===== src/rtl/light_package.sv =====
// light_package: lamp colours, sequencer states and counter sizing for the phase sequencer
package light_package;
  typedef enum logic [1:0] {red, yellow, green} colors;
  typedef enum logic [1:0] {ALLRED, GREEN, YELLOW} tlc_state_t;
  function automatic int cnt_width(input int a, input int b, input int c, input int d);
    int m;
    m = a > b ? a : b;
    m = m > c ? m : c;
    m = m > d ? m : d;
    return $clog2(m + 1);
  endfunction
endpackage


===== src/rtl/tlc_rr_arbiter.sv =====
// tlc_rr_arbiter: rotating-priority find-first, scanning upward from the phase after last
module tlc_rr_arbiter #(
  parameter int NUM_PHASES = 5
) (
  input  logic [NUM_PHASES-1:0]         req,
  input  logic [$clog2(NUM_PHASES)-1:0] last,
  output logic [$clog2(NUM_PHASES)-1:0] grant_idx,
  output logic                          grant_vld
);
  localparam int IW = $clog2(NUM_PHASES);
  logic [IW-1:0] k;
  always_comb begin
    grant_idx = '0;
    grant_vld = 1'b0;
    k = '0;
    // walk from the farthest candidate down so the nearest requester after last wins
    for (int i = NUM_PHASES; i >= 1; i--) begin
      k = IW'((int'(last) + i) % NUM_PHASES);
      if (req[k]) begin
        grant_idx = k;
        grant_vld = 1'b1;
      end
    end
  end
endmodule


===== src/rtl/tlc_phase_sequencer.sv =====
// tlc_phase_sequencer: round-robin green/yellow/all-red sequencer; TLC_PREEMPT_EN adds preemption
module tlc_phase_sequencer
  import light_package::*;
#(
  parameter int NUM_PHASES = 5,
  parameter int YELLOW_CYC = 2,
  parameter int ALLRED_CYC = 1,
  parameter int GAP_CYC    = 5,
  parameter int MAX_CYC    = 10
) (
  input  logic                          clk,
  input  logic                          reset,
  input  logic [NUM_PHASES-1:0]         sensor,
`ifdef TLC_PREEMPT_EN
  input  logic                          preempt,
  input  logic [$clog2(NUM_PHASES)-1:0] preempt_phase,
`endif
  output colors [NUM_PHASES-1:0]        light,
  output logic [$clog2(NUM_PHASES)-1:0] active_phase,
  output logic                          phase_valid
);
  localparam int IW = $clog2(NUM_PHASES);
  localparam int CW = cnt_width(GAP_CYC, MAX_CYC, YELLOW_CYC, ALLRED_CYC);
  tlc_state_t state_q, state_d;
  logic [IW-1:0] cur_q, cur_d, last_q, last_d, grant_idx, pre_phase;
  logic [CW-1:0] tmr_q, tmr_d, gap_q, gap_d, max_q, max_d;
  logic grant_vld, conflict, pre_arb, pre_cut, pre_hold;
  tlc_rr_arbiter #(.NUM_PHASES(NUM_PHASES)) u_arb (
    .req(sensor),
    .last(last_q),
    .grant_idx(grant_idx),
    .grant_vld(grant_vld)
  );
`ifdef TLC_PREEMPT_EN
  assign pre_arb   = preempt;
  assign pre_cut   = preempt && cur_q != preempt_phase;
  assign pre_hold  = preempt && cur_q == preempt_phase;
  assign pre_phase = preempt_phase;
`else
  assign pre_arb   = 1'b0;
  assign pre_cut   = 1'b0;
  assign pre_hold  = 1'b0;
  assign pre_phase = '0;
`endif
  assign conflict = |(sensor & ~(NUM_PHASES'(1) << cur_q));
  always_ff @(posedge clk) begin
    if (reset) begin
      state_q <= ALLRED;
      cur_q   <= '0;
      last_q  <= IW'(NUM_PHASES - 1);
      tmr_q   <= '0;
      gap_q   <= '0;
      max_q   <= '0;
    end else begin
      state_q <= state_d;
      cur_q   <= cur_d;
      last_q  <= last_d;
      tmr_q   <= tmr_d;
      gap_q   <= gap_d;
      max_q   <= max_d;
    end
  end
  always_comb begin
    state_d = state_q;
    cur_d   = cur_q;
    last_d  = last_q;
    tmr_d   = tmr_q;
    gap_d   = gap_q;
    max_d   = max_q;
    case (state_q)
      ALLRED: begin
        if (tmr_q != CW'(ALLRED_CYC - 1)) tmr_d = tmr_q + CW'(1);
        else if (pre_arb) begin
          state_d = GREEN;
          cur_d   = pre_phase;
          tmr_d   = '0;
        end else if (grant_vld) begin
          state_d = GREEN;
          cur_d   = grant_idx;
          last_d  = grant_idx;
          tmr_d   = '0;
        end
      end
      GREEN: begin
        if (pre_cut || gap_q == CW'(GAP_CYC - 1) || max_q == CW'(MAX_CYC - 1)) begin
          state_d = YELLOW;
          gap_d   = '0;
          max_d   = '0;
        end else if (pre_hold) begin
          gap_d = '0;
          max_d = '0;
        end else begin
          // once started, each timer runs regardless of later sensor changes
          gap_d = (gap_q != '0 || !sensor[cur_q]) ? gap_q + CW'(1) : '0;
          max_d = (max_q != '0 || conflict) ? max_q + CW'(1) : '0;
        end
      end
      YELLOW: begin
        state_d = tmr_q == CW'(YELLOW_CYC - 1) ? ALLRED : YELLOW;
        tmr_d   = tmr_q == CW'(YELLOW_CYC - 1) ? '0 : tmr_q + CW'(1);
      end
      default: state_d = ALLRED;
    endcase
  end
  always_comb begin
    for (int p = 0; p < NUM_PHASES; p++) light[p] = red;
    if (state_q == GREEN) light[cur_q] = green;
    else if (state_q == YELLOW) light[cur_q] = yellow;
    phase_valid  = state_q != ALLRED;
    active_phase = phase_valid ? cur_q : '0;
  end
endmodule

===== config.mk =====
export PLATFORM = sky130hd
export DESIGN_NAME = tlc_phase_sequencer
export DESIGN_NICKNAME = d
export VERILOG_FILES = /design/src/rtl/light_package.sv /design/src/rtl/tlc_rr_arbiter.sv /design/src/rtl/tlc_phase_sequencer.sv
export SDC_FILE = /design/constraint.sdc
export NUM_CORES = 1
export LEC_CHECK = 0
export CAP_MARGIN = 10
export CELL_PAD_IN_SITES_DETAIL_PLACEMENT = 2
export CELL_PAD_IN_SITES_GLOBAL_PLACEMENT = 2
export CORE_MARGIN = 1.5
export CORE_UTILIZATION = 38
export DETAILED_ROUTE_END_ITERATION = 10
export GPL_TIMING_DRIVEN = 0
export PLACE_DENSITY = 0.94
export SLEW_MARGIN = 20
export SYNTH_ARGS = -nofsm -noshare
export SYNTH_HDL_FRONTEND = slang
export SYNTH_SLANG_ARGS = --single-unit

===== constraint.sdc =====
create_clock -name clk -period 12.7 [get_ports clk]
set_input_delay 1.905 -clock clk [delete_from_list [all_inputs] [get_ports clk]]
set_output_delay 1.905 -clock clk [all_outputs]
set_load 0.02 [all_outputs]

==> impl_metrics.json <==
{
  "postRouteAntennaNets": 0,
  "io_buffers": 19,
  "drt-total-wl_um": 13730,
  "synth_xor_area_share_pct": 2.491,
  "drt-initial-drc-count": 222,
  "syn_to_final_growth_pct": 12.13,
  "top_layer_used": "met4",
  "hp-class": "reg -> reg",
  "ys_ff_latch": 18,
  "crit_top_cell": "buf_2",
  "synth_top_family_by_area": "compound AO/OA/AOI/OAI gates",
  "fillers": 950,
  "die_h_um": 93.53,
  "synth_flop_cell": "dfxtp_1",
  "grt-ovfl-total": 0,
  "path_buf_inv": 7,
  "layout_setup_ws_ns": 7.017,
  "dr_wl_met2_um": 6959,
  "status": "finished clean",
  "power_switching_uw": 653.8,
  "drive_above_1_share_pct": 8.628,
  "seqPwrFrac_pct": 8.6,
  "synthArstFlopShare_pct": 0,
  "p_int_uw": 432.3,
  "synth_area_per_cell_um2": 7.259,
  "drc_errors": 0,
  "ir_drop_mv": 0.1153,
  "fin_nets": 494,
  "synth.area.mux_share_pct": 6.790,
  "worstSetupPathType": "reg -> reg",
  "rsz0062_at_grt": "false",
  "cts_resized": 0,
  "drt-met1-wl_um": 5645,
  "synth_nets": 470,
  "vias": 3572,
  "chipWidth_um": 93.53,
  "met3_length_um": 490,
  "yosys.area_share.adder_pct": 13.90,
  "power_uw": 1086,
  "ys_warn_count": 0,
  "cp_slowest_cell": "dfxtp_1",
  "path_clk_slew_ns": 0.08,
  "grt_pass1_vias": 4011,
  "dp_slack_ns": 7.201,
  "diodes": 0,
  "worst_setup_path_end_kind": "register",
  "hold_violations": 0,
  "vias_per_cell": 6.448,
  "period_share_pct": 44.75,
  "power_frac_comb_pct": 86.8,
  "h-tree-depth": 1,
  "pwr-share-clk_pct": 4.6,
  "synth_simple_gate_area_share_pct": 28.08,
  "cts_buffers": 3,
  "worstPathCellList": "buf_2 > buf_2 > inv_1 > clkbuf_1 > ha_1 > buf_2 > buf_2 > inv_2 > a21oi_1 > ha_1 > nand2b_1 > a2bb2oi_1 > nor2_1 > a211o_1 > a311oi_2 > nand4b_1 > o31ai_1 > a31oi_1",
  "finalSetupViolations": 0,
  "syn_area_mm2": 0.003114,
  "first_pass_iters": 4,
  "std_cell_rows": 32,
  "root_buffer": "clkbuf_8",
  "grt_usage_pct": 31.55,
  "clock_latency_ns": 0.27,
  "finalMaxSlewViolations": 0,
  "cp_max_fo": 14,
  "synthCells": 429,
  "p_per_area_mw_per_mm2": 311.0,
  "timing.slew.headroom_pct": 41.09,
  "required_ns": 12.83,
  "start_util_pct": 39.68,
  "p_leak_uw": 0.001324,
  "post-dp-hpwl_um": 10930,
  "grt_pass1_wl_um": 21360,
  "die-area_mm2": 0.008748,
  "swShare_pct": 60.19,
  "fin_crit_ns": 5.683,
  "yosysUniqueCellTypes": 75,
  "cts_sinks": 18,
  "max-clock-path-buffers": 2,
  "wl_per_cell_um": 24.78,
  "antenna_found_initial": 0,
  "cts.hold.buffers_added": 0,
  "skew_ns": 0.003276,
  "io_pins": 21,
  "finalSetupTns_ns": 0,
  "cp_slowest_stage_delay_ns": 0.58,
  "yosysSeqAreaShare_pct": 11.57,
  "crit_family": "compound AO/OA/AOI/OAI gates",
  "cts_tree": "built",
  "core_mm2": 0.007848,
  "critPathLaunchType": "register",
  "gp_congestion": 0.8892,
  "post_cts_buffers": 0,
  "finish.utilization_pct": 44.50,
  "critPathArrivalTime_ns": 5.81,
  "synth_edf_count": 0,
  "max_freq_mhz": 176.0,
  "maxCapViolCount": 0,
  "grt_start_max_net_pins": 15,
  "tightest_slew_ns": 0.8722,
  "synth-compound-area-share_pct": 29.49
}
-- worst register-to-register path: cells and delay by family (launching register included) --
| family | cells | cell delay (ns) |
|---|---|---|
| flip-flops | 1 | 0.58 |
| buffers and inverters | 7 | 1.73 |
| AND/OR/NAND/NOR | 3 | 0.59 |
| AO/OA/AOI/OAI | 6 | 1.86 |
| adder cells (fa/ha/maj) | 2 | 0.79 |
-- power groups by stage --
stage / clock network, uW / registers (uW) / logic [uW]
2_1_floorplan: 0 / 83.6 / 645
3_3_place_gp: 0 / 91.0 / 830
3_5_place_dp: 0 / 93.8 / 916
4_1_cts: 49.8 / 92.7 / 922
5_1_grt: 51.9 / 94.5 / 1010
6_report: 50.0 / 93.5 / 943
-- flip-flops by register name, summed over array words and instances (netlist names) --
name	flops
cur_q	3
tmr_q	4
gap_q	4
max_q	4
last_q	1
state_q	2
-- cell type report --
type / instances / area, um2 / share of cell area [%]
clock buffer: 4 / 55.05 / 1.576
tap: 102 / 127.6 / 3.655
timing repair buffer: 19 / 190.2 / 5.446
multi-input combinational: 355 / 2520 / 72.16
buffer: 25 / 122.6 / 3.511
sequential: 18 / 360.3 / 10.32
inverter: 31 / 116.4 / 3.332
-- kinds of logic after synthesis --
kind of cell | count (synthesis)
simple gates | 169
compound gates | 126
buf+inv | 56
fa+ha+maj | 34
mux | 18
flops | 18
xor+xnor | 8
-- metal layers --
| metal | vias to the layer above | GRT usage (%) |
|---|---|---|
| li1 | 1641 | - |
| met1 | 1786 | 36.15 |
| met2 | 92 | 55.86 |
| met3 | 53 | 3.984 |
| met4 | 0 | 18.16 |
| met5 | - | 0 |
-- per-stage QoR --
stage	hold slack, ns	area, um2	instances
final	0.5350	3492	554
after global routing	0.5468	3492	554
after CTS	0.5363	3487	554
after global placement	0.4777	3432	550
after floorplan	0.4644	3114	429
after detailed placement	0.5208	3432	550
-- final timing paths --
kind | from | to | slack (ns) | cells after the start
hold / removal | tmr_q[1]$_SDFFE_PP0P_ | tmr_q[1]$_SDFFE_PP0P_ | 0.54 | 2
setup reg to reg | cur_q[0]$_SDFFE_PP0P_ | cur_q[2]$_SDFFE_PP0P_ | 7.02 | 18
setup / recovery | cur_q[0]$_SDFFE_PP0P_ | cur_q[2]$_SDFFE_PP0P_ | 7.02 | 18
hold reg to reg | tmr_q[1]$_SDFFE_PP0P_ | tmr_q[1]$_SDFFE_PP0P_ | 0.54 | 2
-- synth_stat cells, drive strengths merged, types with 4 or more instances --
cell | count | share of area, %
nor2 | 45 | 5.4
ha | 33 | 13
inv | 30 | 3.6
nand2 | 30 | 3.6
a21oi | 23 | 4.2
o21ai | 22 | 3.5
nand3 | 19 | 3.1
dfxtp | 18 | 12
buf | 14 | 2.6
nor3 | 14 | 2.2
a211oi | 11 | 3.0
clkbuf | 11 | 1.3
mux2i | 11 | 3.5
nand2b | 9 | 1.8
o21a | 9 | 2.2
nor2b | 8 | 1.6
nand4 | 7 | 1.4
o211ai | 7 | 1.7
xnor2 | 6 | 1.9
a31oi | 5 | 1.2
and3 | 5 | 1.0
mux2 | 5 | 1.8
o31ai | 5 | 1.2
or3 | 5 | 1.0
nand4b | 4 | 1.1
nor3b | 4 | 0.96
nor4 | 4 | 0.80
o22ai | 4 | 0.80
-- placed cells by master, fill, tap and decap left out, types with 4 or more instances in the layout --
| cell type | synthesis | final |
|---|---|---|
| nor2_1 | 45 | 45 |
| ha_1 | 33 | 33 |
| nand2_1 | 30 | 30 |
| inv_1 | 28 | 28 |
| a21oi_1 | 21 | 21 |
| o21ai_0 | 20 | 20 |
| nand3_1 | 19 | 19 |
| clkdlybuf4s50_1 | 0 | 19 |
| dfxtp_1 | 18 | 18 |
| nor3_1 | 14 | 14 |
| buf_2 | 11 | 11 |
| clkbuf_1 | 11 | 11 |
| mux2i_1 | 11 | 11 |
| nand2b_1 | 9 | 9 |
| o21a_1 | 9 | 9 |
| a211oi_1 | 9 | 9 |
| nor2b_1 | 8 | 8 |
| o211ai_1 | 7 | 7 |
| nand4_1 | 7 | 7 |
| xnor2_1 | 5 | 5 |
| and3_1 | 5 | 5 |
| or3_1 | 5 | 5 |
| nor3b_1 | 4 | 4 |
| nor4_1 | 4 | 4 |
| o22ai_1 | 4 | 4 |
| mux2_2 | 4 | 4 |
| nand4b_1 | 4 | 4 |
| o31ai_1 | 5 | 4 |
| a31oi_1 | 4 | 4 |
| clkbuf_8 | 0 | 4 |
Note: power is estimated with default switching activity, not from simulation.
